## src/rtl/fft_bin_reader.sv

```systemverilog
`timescale 1ns/1ps
// fft_bin_reader: sweeps the 8-point FFT select, buffers every bin, then streams
// them out over valid/ready with index and |re|+|im| magnitude.
module fft_bin_reader #(
  parameter int SEL_LAT = 1,
  parameter int DW      = 9
) (
  input  logic               clk,
  input  logic               rst_n,
  input  logic               start,
  output logic [2:0]         fft_sel,
  input  logic [DW-1:0]      fft_yr,
  input  logic [DW-1:0]      fft_yi,
  output logic               out_valid,
  input  logic               out_ready,
  output logic [2:0]         out_idx,
  output logic [DW-1:0]      out_re,
  output logic [DW-1:0]      out_im,
  output logic [DW:0]        out_mag,
  output logic               busy,
  output logic               done
);
  typedef enum logic [1:0] {IDLE, SCAN, STREAM} state_t;
  state_t r_state;
  logic [2:0] r_sel, r_ptr;
  logic r_issued, r_valid, r_busy, r_done;
  logic [DW-1:0] r_re, r_im;
  logic [DW:0] r_mag;
  logic [2*DW-1:0] r_buf [8];
  logic w_v0, w_cv, w_last_cap, w_hs;
  logic [2:0] w_ci, w_ld_idx;
  logic [2*DW-1:0] w_ent;
  logic [DW-1:0] w_ere, w_eim;
  logic [DW:0] w_rx, w_ix, w_ra, w_ia, w_mag;
  // an issue slot is live until bin 7 has been put on fft_sel once
  assign w_v0 = (r_state == SCAN) && !r_issued;
  generate
    if (SEL_LAT == 0) begin : g_comb
      assign w_cv = w_v0;
      assign w_ci = r_sel;
    end else begin : g_pipe
      logic [SEL_LAT-1:0]   r_pv;
      logic [3*SEL_LAT-1:0] r_pi;
      always_ff @(posedge clk or negedge rst_n)
        if (!rst_n) begin
          r_pv <= '0;
          r_pi <= '0;
        end else begin
          r_pv <= SEL_LAT'({r_pv, w_v0});
          r_pi <= (3*SEL_LAT)'({r_pi, r_sel});
        end
      assign w_cv = r_pv[SEL_LAT-1];
      assign w_ci = r_pi[3*SEL_LAT-1 -: 3];
    end
  endgenerate
  assign w_last_cap = w_cv && (w_ci == 3'd7);
  assign w_hs       = (r_state == STREAM) && out_ready;
  assign w_ld_idx   = (r_state == SCAN) ? 3'd0 : r_ptr + 3'd1;
  assign w_ent      = r_buf[w_ld_idx];
  assign w_ere      = w_ent[2*DW-1:DW];
  assign w_eim      = w_ent[DW-1:0];
  assign w_rx       = {w_ere[DW-1], w_ere};
  assign w_ix       = {w_eim[DW-1], w_eim};
  assign w_ra       = w_rx[DW] ? -w_rx : w_rx;
  assign w_ia       = w_ix[DW] ? -w_ix : w_ix;
  assign w_mag      = w_ra + w_ia;
  always_ff @(posedge clk)
    if (w_cv) r_buf[w_ci] <= {fft_yr, fft_yi};
  always_ff @(posedge clk or negedge rst_n)
    if (!rst_n) begin
      r_state  <= IDLE;
      r_sel    <= '0;
      r_ptr    <= '0;
      r_issued <= 1'b0;
      r_valid  <= 1'b0;
      r_busy   <= 1'b0;
      r_done   <= 1'b0;
      r_re     <= '0;
      r_im     <= '0;
      r_mag    <= '0;
    end else begin
      r_done <= 1'b0;
      if (r_state == IDLE) begin
        if (start) begin
          r_state  <= SCAN;
          r_busy   <= 1'b1;
          r_sel    <= '0;
          r_issued <= 1'b0;
        end
      end else if (r_state == SCAN) begin
        if (r_sel == 3'd7) r_issued <= 1'b1;
        else r_sel <= r_sel + 3'd1;
        if (w_last_cap) begin
          r_state <= STREAM;
          r_valid <= 1'b1;
          r_ptr   <= '0;
          r_re    <= w_ere;
          r_im    <= w_eim;
          r_mag   <= w_mag;
        end
      end else if (w_hs) begin
        if (r_ptr == 3'd7) begin
          r_state <= IDLE;
          r_valid <= 1'b0;
          r_busy  <= 1'b0;
          r_done  <= 1'b1;
          r_sel   <= '0;
        end else begin
          r_ptr <= r_ptr + 3'd1;
          r_re  <= w_ere;
          r_im  <= w_eim;
          r_mag <= w_mag;
        end
      end
    end
  assign fft_sel   = r_sel;
  assign out_valid = r_valid;
  assign out_idx   = r_ptr;
  assign out_re    = r_re;
  assign out_im    = r_im;
  assign out_mag   = r_mag;
  assign busy      = r_busy;
  assign done      = r_done;
endmodule

```

## config.mk

```make
export PLATFORM = sky130hd
export DESIGN_NAME = fft_bin_reader
export DESIGN_NICKNAME = d
export VERILOG_FILES = /design/src/rtl/fft_bin_reader.sv
export SDC_FILE = /design/constraint.sdc
export NUM_CORES = 1
export LEC_CHECK = 0
export CAP_MARGIN = 0
export CORE_ASPECT_RATIO = 1.1
export CORE_UTILIZATION = 28
export CTS_BUF_LIST = sky130_fd_sc_hd__clkbuf_2 sky130_fd_sc_hd__clkbuf_4 sky130_fd_sc_hd__clkbuf_8
export DETAILED_ROUTE_END_ITERATION = 7
export MAX_ROUTING_LAYER = met4
export SYNTH_ARGS = -nofsm -noshare
export SYNTH_HDL_FRONTEND = slang
export SYNTH_SLANG_ARGS = --single-unit
```

## constraint.sdc

```tcl
create_clock -name clk -period 8.7 [get_ports clk]
set_input_delay 1.74 -clock clk [delete_from_list [all_inputs] [get_ports clk]]
set_output_delay 1.74 -clock clk [all_outputs]
set_load 0.005 [all_outputs]
```

==> results of run 1 <==
[layout make-up]
| type | instances | area (sq um) | share of cell area, % |
|---|---|---|---|
| multi-input combinational | 372 | 2474 | 25.95 |
| sequential | 188 | 5426 | 56.93 |
| tap | 368 | 460.4 | 4.831 |
| clock buffer | 18 | 241.5 | 2.533 |
| timing repair buffer | 71 | 673.1 | 7.062 |
| inverter | 21 | 78.83 | 0.8270 |
| clock inverter | 14 | 177.7 | 1.864 |
[stage by stage]
step	utilization (%)	hold WS, ns
global placement	31.83	0.4231
finish	33.30	0.4543
global route	33.30	0.4627
detailed placement	31.83	0.4254
CTS	33.30	0.4463
floorplan	-	0.4177
[logic make-up (layout without fill, tap and decap cells)]
family | count (synthesis) | in the layout | share of synthesized area [%]
and+or+nand+nor | 163 | 163 | 9.243
muxes | 46 | 46 | 5.804
buffers and inverters | 52 | 124 | 3.347
DFF | 188 | 188 | 66.57
AOI/OAI and AO/OA | 130 | 130 | 10.66
xor gates and xnor gates | 17 | 17 | 1.827
adders and majority gates | 16 | 16 | 2.549
[worst max-delay path, cell delays in order (launching register included)]
cell and delay (ns):
dfrtp_2 0.56, ha_1 0.26, ha_1 0.27, buf_4 0.31
inv_1 0.30, a21oi_2 0.41, o221ai_1 0.16, mux2i_1 0.27
inv_1 0.11, ha_1 0.31, o21ai_0 0.12, fa_1 0.48
nor2b_1 0.13, o21ai_0 0.10, a21boi_0 0.25, o21ai_0 0.17
a221o_1 0.33, and3_1 0.18, o31ai_1 0.19
[path summary, 6_finish.rpt]
| kind | startpoint | slack [ns] | cells past startpoint | end |
|---|---|---|---|---|
| worst min register to register | fft_sel[1]$_DFFE_PN0P_ | 0.45 | 0 | g_pipe.r_pi[1]$_DFF_PN0_ |
| max in group asynchronous | rst_n | 6.61 | 1 | out_idx[0]$_DFFE_PN0P_ |
| min in group asynchronous | rst_n | 1.43 | 1 | g_pipe.r_pi[0]$_DFF_PN0_ |
| worst max-delay path | out_idx[0]$_DFFE_PN0P_ | 3.68 | 18 | out_mag[8]$_DFFE_PN0P_ |
| worst max register to register | out_idx[0]$_DFFE_PN0P_ | 3.68 | 18 | out_mag[8]$_DFFE_PN0P_ |
| worst min-delay path | fft_sel[1]$_DFFE_PN0P_ | 0.45 | 0 | g_pipe.r_pi[1]$_DFF_PN0_ |
[layer usage]
| metal | GRT usage [%] | vias up |
|---|---|---|
| met3 | 3.512 | 26 |
| met5 | - | - |
| met2 | 20.55 | 135 |
| met4 | 4.587 | 0 |
| li1 | - | 2380 |
| met1 | 16.66 | 2435 |
[cells in the final DEF (no fill, tap or decap), drive strengths merged, types with 17 or more instances in the layout]
cell and n:
nor2 69, clkbuf 18, edfxtp 144, o21ai 24, inv 28, mux2i 36, a21oi 35, clkdlybuf4s50 57
dfrtp 44, o22ai 17, nand2 39
[sequential cells by signal, summed over array words and instances (netlist names)]
register and flops:
done 1, out_re 9, r_state 2, r_buf 144, out_mag 10, g_pipe.r_pi 3
out_valid 1, busy 1, out_im 9, fft_sel 3, g_pipe.r_pv 1, out_idx 3
r_issued 1
==> summary.md, run 1 <==
| Metric | Value |
|---|---|
| TritonCTS clock tree | done |
| CP Launch Type | register |
| Ports | between 50 and 60 |
| Worst EP required | 9.08 ns |
| Number of global-route vias before repair | between 5k and 6k |
| Post-DP HPWL | roughly 12 mm |
| Skew final | 0.01558 ns |
| Crit. End Element | register |
| Routed via count | roughly 5k |
| Clock latency on the worst-skew pair | around 0.47 ns |
| Met2 wire length | between 8 and 9 mm |
| Outcome | finished clean |
| Routed WL | around 18 mm |
| Mapped Area | approximately 0.0081 sq mm |
| WL met1 | ~8.3 mm |
| Most common cell in the netlist | edfxtp_1 |
| Met3 Routed Length | ~930 microns |
| Vias/cell | roughly 4.7 |
| CTS root buffer | clkbuf_8 |
| H-Tree Depth | 4 |
| Worst-margin pin slew | 0.9891 ns |
| Syn Nets | between 600 and 700 |
| Post-placement cell count | about 1.0k |
| Final Max Tran Viols | 0 |
| Final Cycle Share | 57.66% |
| Area post-placement | between 0.009 and 0.01 sq mm |
| Max Cap Viol | 0 |
| Drt initial violations | about 400 |
| Core area | between 0.02 and 0.03 sq mm |
| Synth cell types | 61 |
| Hold WC Path Type | register to register |
| CTS Buffer Depth | 2 |
| Die area | 0.02979 sq mm |
| Post-CTS Setup Repair Bufs | 0 |
| Largest cells by area after synthesis | edfxtp_1 53%, dfrtp_1 14%, mux2i_1 4.4%, nor2_1 3.1%, ha_1 2.3% |
| Post-route setup slack | about 3.7 ns |
| Syn Area/Cell | between 10 and 15 sq um |
| Ys async rst share | a little under a quarter |
| Post-cts repair resize count | 0 |
| Final hold violation count | 0 |
| Antenna Violating Nets Remaining | 0 |
| Crit path kind | register to register |
| Layout Nets | about 710 |
| Synthesized flop and latch total | 188 |
| Highest routed layer | met4 |
| Top cells by count, synth | 144 x edfxtp_1, 68 x nor2_1, 44 x dfrtp_1 |
| Buffers on Ports | 58 |
| Sequential share of the synthesized area | about two thirds |
| Post-route cell area | 0.009532 sq mm |
| GPL Wtd Cong | 0.8984 |
| Initial antenna violation count | 0 |
| Cell taking the most area after synthesis | edfxtp_1 |
| Global-route usage over all layers | a little over an eighth |
| Largest net degree at the start of global routing | 52 |
| First-pass GRT wire length | between 20 and 30 mm |
| Setup TNS Final | 0 ns |
| Share of the synthesized area in the top cell type | between 50% and 60% |
| RSZ-0062 raised after global routing | false |
| Die height | roughly 180 microns |
| Top_reg_cell synth | edfxtp_1 |
| Fill cells | around 2.8k |
| N_diodes | 0 |
| Clock sinks | 188 |
| Synth Instances | around 610 |
| Final cell count without fillers | approximately 1.1k |
| Dpl ws | roughly 3.7 ns |
| Post-synth EDFFs | ~140 |
| Hold-fix buffers at CTS | 0 |
| WP data arrival | between 5 and 6 ns |
| Setup violators final | 0 |
| # rows | 65 |
| Slew headroom | around 34% |
| Starting Density | 28.47% |
| Min cycle time layout | around 5 ns |
| Total grt overflow | 0 |
| Fmax | 0.1994 GHz |
| First-pass DRT Iterations | 5 |
| P&R area growth vs syn | 16.97% |
| Layout cells sized above 1 | 11.40% |
| Die X | between 150 and 200 microns |
| CTS Buf Count | 17 |
| WL/cell | around 17 microns |
| Remaining routing DRC violations | 0 |
| Yosys warns | 0 |
| Peak fanout along the critical path | 28 |
| Clk slew on worst S/H paths | ~0.10 ns |
Power of run 1 is left out: the tool's default activity adds up to more than one toggle a clock period on the data nets, which glitch-free logic cannot reach.
==> run 2: changes to the inputs <==
==> constraint.sdc (replaced) <==
create_clock -name clk -period 5 [get_ports clk]
set_input_delay 1 -clock clk [delete_from_list [all_inputs] [get_ports clk]]
set_output_delay 1 -clock clk [all_outputs]
set_load 0.005 [all_outputs]
==> run 2 against run 1 <==
- critical path depth is 3 lower
- via count is 0.20% higher
- global-route usage is 0.32 points higher
- hold slack better by 0.0015 ns
- sequential share of layout area is 0.32 points lower
- clock-buffer cell count stayed put
- critical endpoint unchanged
==> summary.md, run 2 (same netlist as run 1, synthesis figures left out) <==
| Metric | Value |
|---|---|
| RSZ-0062 raised after global routing | false |
| Die X | 164.7 microns (unchanged) |
| Worst-margin pin slew | 1.016 ns (+0.02658 ns) |
| WP data arrival | 4.61 ns (-0.79 ns) |
| Crit. End Element | register |
| Post-cts repair resize count | 0 (unchanged) |
| Skew final | 0.01334 ns (-0.002242 ns) |
| Delay-heaviest family, CP | compound AO/OA/AOI/OAI gates |
| H-Tree Depth | 4 (unchanged) |
| CTS Buf Count | 17 (unchanged) |
| Routed WL | 18.88 mm (+3.0%) |
| Global-route usage over all layers | 13.60% (+0.32 points) |
| Final Max Tran Viols | 0 (unchanged) |
| Hold WC Path Type | register to register |
| Clock latency on the worst-skew pair | 0.46 ns (about the same) |
| Setup violators final | 0 (unchanged) |
| Most frequent cells in the layout | 144 x edfxtp_1, 63 x nor2_1, 57 x clkdlybuf4s50_1, 43 x dfrtp_1, 37 x nand2_1 |
| Slew headroom | 32.29% (-1.8 points) |
| GPL Wtd Cong | 0.8581 (-4.5%) |
| Buffers on Ports | 58 (unchanged) |
| Remaining routing DRC violations | 0 (unchanged) |
| Fill cells | 2812 (+0.18%) |
| Routed via count | 4986 (+0.20%) |
| CTS Buffer Depth | 2 (unchanged) |
| Initial antenna violation count | 0 (unchanged) |
| Largest register by flop count | r_buf |
| Worst EP required | 5.37 ns (-3.71 ns) |
| TritonCTS clock tree | done |
| Drt initial violations | 454 (+14%) |
| Final Cycle Share | 84.71% (+27 points) |
| Area post-placement | 0.009178 sq mm (+0.71%) |
| Total grt overflow | 0 (unchanged) |
| N_diodes | 0 (unchanged) |
| CTS root buffer | clkbuf_8 |
| CP Launch Type | register |
| WL/cell | 17.83 microns (+2.4%) |
| Die height | 180.9 microns (unchanged) |
| Vias/cell | 4.708 (-0.46%) |
| Most used cell, CP | o21ai_0 |
| Post-CTS Setup Repair Bufs | 0 (unchanged) |
| Post-DP HPWL | 12.58 mm (+3.5%) |
| Final cell count without fillers | 1059 (+0.67%) |
| Crit path to | out_mag[8]$_DFFE_PN0P_ |
| Hold-fix buffers at CTS | 0 (unchanged) |
| Fmax | 0.2361 GHz (+18%) |
| Crit path cell chain | buf_12, inv_2, nand2_2, a221oi_1, a31oi_1, a22oi_1, o21ai_0, fa_1, nor2b_1, o21ai_0, a21boi_0, o21ai_0, a221o_1, and3_1, o31ai_1 |
| Layout Nets | 716 (+0.99%) |
| Post-route cell area | 0.009585 sq mm (+0.56%) |
| Crit. path cell count | 15 (-3) |
| Post-route setup slack | 0.7645 ns (-2.919 ns) |
| Die area | 0.02979 sq mm (unchanged) |
| Clk slew on worst S/H paths | 0.09 ns (about the same) |
| Min cycle time layout | 4.236 ns (-0.7805 ns) |
| Most common cell after layout, fill and taps aside | edfxtp_1 |
| Post-placement cell count | 1027 (+0.69%) |
| Reg2reg end | out_mag[8]$_DFFE_PN0P_ |
| Worst path bufs/invs | 2 (-1) |
| R2R Setup Slk | 0.76 ns (-2.92 ns) |
| R2R depth | 15 (-3) |
| Antenna Violating Nets Remaining | 0 (unchanged) |
| First-pass GRT wire length | 29.24 mm (+2.1%) |
| Max FFs per register | 144 (unchanged) |
| Critical Path Start | out_idx[0]$_DFFE_PN0P_ |
| Starting Density | 28.47% (unchanged) |
| Clock sinks | 188 (unchanged) |
| Setup TNS Final | 0 ns (unchanged) |
| Layout cells sized above 1 | 12.16% (+0.75 points) |
| Core area | 0.02863 sq mm (unchanged) |
| Peak fanout along the critical path | 64 (+130%) |
| Dpl ws | 0.7461 ns (-2.982 ns) |
| P&R area growth vs syn | 17.63% |
| # rows | 65 (unchanged) |
| Outcome | finished clean |
| Number of global-route vias before repair | 4942 (-1.6%) |
| Final hold violation count | 0 (unchanged) |
| Slowest stage cell, crit path | fa_1 |
| Largest net degree at the start of global routing | 65 (+25%) |
| Crit path kind | register to register |
| First-pass DRT Iterations | 7 (+2) |
| Max Cap Viol | 0 (unchanged) |
| RR Startpoint | out_idx[0]$_DFFE_PN0P_ |
| Slowest cell delay on critical path | 0.50 ns (-0.06 ns) |
| Ports | 59 (unchanged) |
run 2: cell types whose count changed in the layout (fill, tap and decap cells not counted):
cell,delta
buf_4,+6
clkinvlp_2,+1
clkinv_4,+2
buf_12,+1
inv_8,-1
clkinv_1,+1
inv_6,-3
run 2: cell type report:
type / instances / area, sq um / area share (%)
clock buffer: 18 / 241.5 / 2.519
clock inverter: 14 / 166.4 / 1.736
inverter: 21 / 78.83 / 0.8223
multi-input combinational: 372 / 2474 / 25.81
sequential: 188 / 5426 / 56.61
tap: 368 / 460.4 / 4.804
timing repair buffer: 78 / 738.2 / 7.701
run 2: worst min path at each step:
stage,start,endpoint,slack (ns),cells after the start
after floorplan,fft_sel[1]$_DFFE_PN0P_,g_pipe.r_pi[1]$_DFF_PN0_,0.42,0
after global placement,fft_sel[1]$_DFFE_PN0P_,g_pipe.r_pi[1]$_DFF_PN0_,0.43,0
after detailed placement,fft_sel[2]$_DFFE_PN0P_,g_pipe.r_pi[2]$_DFF_PN0_,0.44,0
after CTS,fft_sel[1]$_DFFE_PN0P_,g_pipe.r_pi[1]$_DFF_PN0_,0.46,0
after global routing,fft_sel[2]$_DFFE_PN0P_,g_pipe.r_pi[2]$_DFF_PN0_,0.48,0
final,fft_sel[2]$_DFFE_PN0P_,g_pipe.r_pi[2]$_DFF_PN0_,0.46,0
run 2: metal layers:
metal	up-vias	share of wire, %	routed length, microns	global-route usage, %
met4	0	1.5	279	4.624
met3	21	6.1	1157	3.237
met2	155	47	8890	20.92
met5	-	0	0	-
met1	2411	45	8555	17.45
li1	2399	-	-	-
run 2: stage by stage:
step | util (%) | hold slack [ns]
2_1_floorplan | - | 0.4177
3_3_place_gp | 32.06 | 0.4288
3_5_place_dp | 32.06 | 0.4399
4_1_cts | 33.48 | 0.4627
5_1_grt | 33.48 | 0.4834
6_report | 33.48 | 0.4558
run 2: worst register-to-register path, delay by kind of cell (launching register included):
| kind | cells | cell delay, ns |
|---|---|---|
| buffers and inverters | 2 | 0.59 |
| adder cells (fa/ha/maj) | 1 | 0.50 |
| flip-flops | 1 | 0.44 |
| AO/OA/AOI/OAI | 9 | 2.06 |
| AND/OR/NAND/NOR | 3 | 0.56 |
Power of run 2 is left out for the same reason.
==> run 3: changes to the inputs <==
==> constraint.sdc (replaced) <==
create_clock -name clk -period 4 [get_ports clk]
set_input_delay 0.8 -clock clk [delete_from_list [all_inputs] [get_ports clk]]
set_output_delay 0.8 -clock clk [all_outputs]
set_load 0.005 [all_outputs]
==> run 3 against run 2 <==
- global-route usage rose by 0.51 points
- critical path depth increased by 2
- clock skew increased by 0.0044 ns
- via count increased by 5.8%
- flip-flop and latch count stayed put
- highest routed layer unchanged
==> summary.md, run 3 (same netlist as run 1, synthesis figures left out) <==
| Metric | Value |
|---|---|
| Outcome | finished clean |
| Largest register by flop count | r_buf |
| Max FFs per register | 144 (unchanged) |
| Hold path depth | 0 (unchanged) |
| Core area | 0.02863 sq mm (unchanged) |
| Post-DP HPWL | 13.41 mm (+6.6%) |
| Slowest stage cell, crit path | dfrtp_2 |
| Final core occ | 35.06% (+1.6 points) |
| Register area | 0.005428 sq mm (about the same) |
| Peak fanout along the critical path | 5 (-92%) |
| Crit path cell chain | ha_1, ha_4, nand2_2, buf_4, o22a_1, o22ai_2, inv_1, ha_1, o21a_1, ha_1, a21o_1, a21oi_1, o21ai_0, a211oi_2, o41ai_1, a21oi_1, a21oi_1 |
| P&R area growth vs syn | 23.15% |
| Post-placement cell count | 1084 (+5.6%) |
| Largest net degree at the start of global routing | 45 (-31%) |
| Routed via count | 5277 (+5.8%) |
| CTS Buffer Depth | 2 (unchanged) |
| Hold path endpoint | g_pipe.r_pi[1]$_DFF_PN0_ |
| Reg2reg end | out_mag[9]$_DFFE_PN0P_ |
| WP data arrival | 4.13 ns (-0.48 ns) |
| Clk slew on worst S/H paths | 0.11 ns (+0.02 ns) |
| Hold_ws | 0.4432 ns (-0.01265 ns) |
| Fill cells | 2810 (-0.071%) |
| Remaining routing DRC violations | 0 (unchanged) |
| Worst-margin pin slew | 1.296 ns (+0.2802 ns) |
| Final Cycle Share | 94.97% (+10 points) |
| Fmax | 0.2632 GHz (+11%) |
| Buffers on Ports | 58 (unchanged) |
| Crit. End Element | register |
| Worst EP required | 4.34 ns (-1.03 ns) |
| Most common cell after layout, fill and taps aside | edfxtp_1 |
| RSZ-0062 raised after global routing | false |
| R2R depth | 17 (+2) |
| H-Tree Depth | 4 (unchanged) |
| Max Cap Viol | 0 (unchanged) |
| First-pass GRT wire length | 30.19 mm (+3.3%) |
| Clock latency on the worst-skew pair | 0.47 ns (about the same) |
| Final cell count without fillers | 1117 (+5.5%) |
| Setup TNS Final | 0 ns (unchanged) |
| CTS root buffer | clkbuf_8 |
| Total grt overflow | 0 (unchanged) |
| RR Startpoint | out_idx[0]$_DFFE_PN0P_ |
| GPL Wtd Cong | 0.8241 (-4.0%) |
| Drt initial violations | 394 (-13%) |
| CTS Buf Count | 17 (unchanged) |
| Ports | 59 (unchanged) |
| Slew headroom | 13.52% (-19 points) |
| Min cycle time layout | 3.799 ns (-0.4365 ns) |
| Final Max Tran Viols | 0 (unchanged) |
| Hold WC Path Type | register to register |
| Vias/cell | 4.724 (+0.34%) |
| Number of global-route vias before repair | 5167 (+4.6%) |
| Die area | 0.02979 sq mm (unchanged) |
| First-pass DRT Iterations | 4 (-3) |
| # rows | 65 (unchanged) |
| Die height | 180.9 microns (unchanged) |
| Crit path kind | register to register |
| Global-route usage over all layers | 14.11% (+0.51 points) |
| Slowest cell delay on critical path | 0.44 ns (-0.06 ns) |
| Routed WL | 19.49 mm (+3.2%) |
| Skew final | 0.01773 ns (+0.004388 ns) |
| Setup violators final | 0 (unchanged) |
| Starting Density | 28.47% (unchanged) |
| WL/cell | 17.44 microns (-2.2%) |
| Initial antenna violation count | 1 (+1) |
| Final hold violation count | 0 (unchanged) |
| Most frequent cells in the layout | 144 x edfxtp_1, 77 x buf_4, 64 x nor2_1, 57 x clkdlybuf4s50_1, 42 x dfrtp_1 |
| Clock sinks | 188 (unchanged) |
| TritonCTS clock tree | done |
| Layout cells sized above 1 | 20.05% (+7.9 points) |
| Layout Nets | 774 (+8.1%) |
| Min-Delay Startpoint | fft_sel[1]$_DFFE_PN0P_ |
| Die X | 164.7 microns (unchanged) |
| CP Launch Type | register |
| Multi-input logic area | 0.002509 sq mm (+1.4%) |
| R2R Setup Slk | 0.20 ns (-0.56 ns) |
| Antenna Violating Nets Remaining | 0 (unchanged) |
| Hold-fix buffers at CTS | 0 (unchanged) |
## run 3: cell types whose count changed in the layout (fill, tap and decap cells not counted), moves of 2 or more
cell / before / now
inv_8: 0 / 2
o21ai_0: 18 / 15
o22ai_2: 1 / 3
inv_6: 3 / 7
o22ai_1: 16 / 14
clkinvlp_4: 2 / 0
buf_4: 19 / 77
clkinv_8: 0 / 3
clkinv_1: 2 / 0
o21ai_1: 4 / 7
bufinv_16: 3 / 0
## run 3: metrics by stage
step	worst slack, ns	area [sq um]
final	0.2010	10040
after global routing	0.001179	10040
after CTS	0.04276	9976
after detailed placement	-0.1066	9588
after global placement	-0.04605	9588
after floorplan	0.02466	8150
## run 3: worst max-delay path by stage
stage,from,end
floorplan,out_idx[0]$_DFFE_PN0P_,out_mag[8]$_DFFE_PN0P_
global placement,out_idx[0]$_DFFE_PN0P_,out_mag[8]$_DFFE_PN0P_
detailed placement,out_idx[0]$_DFFE_PN0P_,out_mag[8]$_DFFE_PN0P_
CTS,out_idx[0]$_DFFE_PN0P_,out_mag[8]$_DFFE_PN0P_
global route,out_idx[0]$_DFFE_PN0P_,out_mag[9]$_DFFE_PN0P_
finish,out_idx[0]$_DFFE_PN0P_,out_mag[9]$_DFFE_PN0P_
## run 3: repair_timing
item / CTS / global route
endpoints found under the setup margin: 1 / 4
resized for setup: 2 / 15
cloned: 0 / 0
pin swaps: 0 / 2
setup buffers: 0 / 1
## run 3: final cells by class
type / instances / area share, %
diodes: 1 / 0.02493
clock buffers: 17 / 2.331
clock inverters: 14 / 1.496
inverters: 21 / 0.7854
multi-input cells: 372 / 25.00
flip-flops and latches: 188 / 54.08
well taps: 368 / 4.588
repair buffers: 136 / 11.69
## run 3: worst max-delay path, delay by kind of cell (launching register included)
family,cells,cell delay [ns]
AO/OA/AOI/OAI,10,1.79
adder cells (fa/ha/maj),4,1.12
flip-flops,1,0.44
buffers and inverters,2,0.23
AND/OR/NAND/NOR,1,0.08
## run 3: metal layers
metal  routed length [microns]  global-route usage [%]
met2                      9401                   22.03
met4                       308                   4.330
met5                         0                       -
met1                      8721                   18.02
met3                      1054                   3.329
Power of run 3 is left out for the same reason.
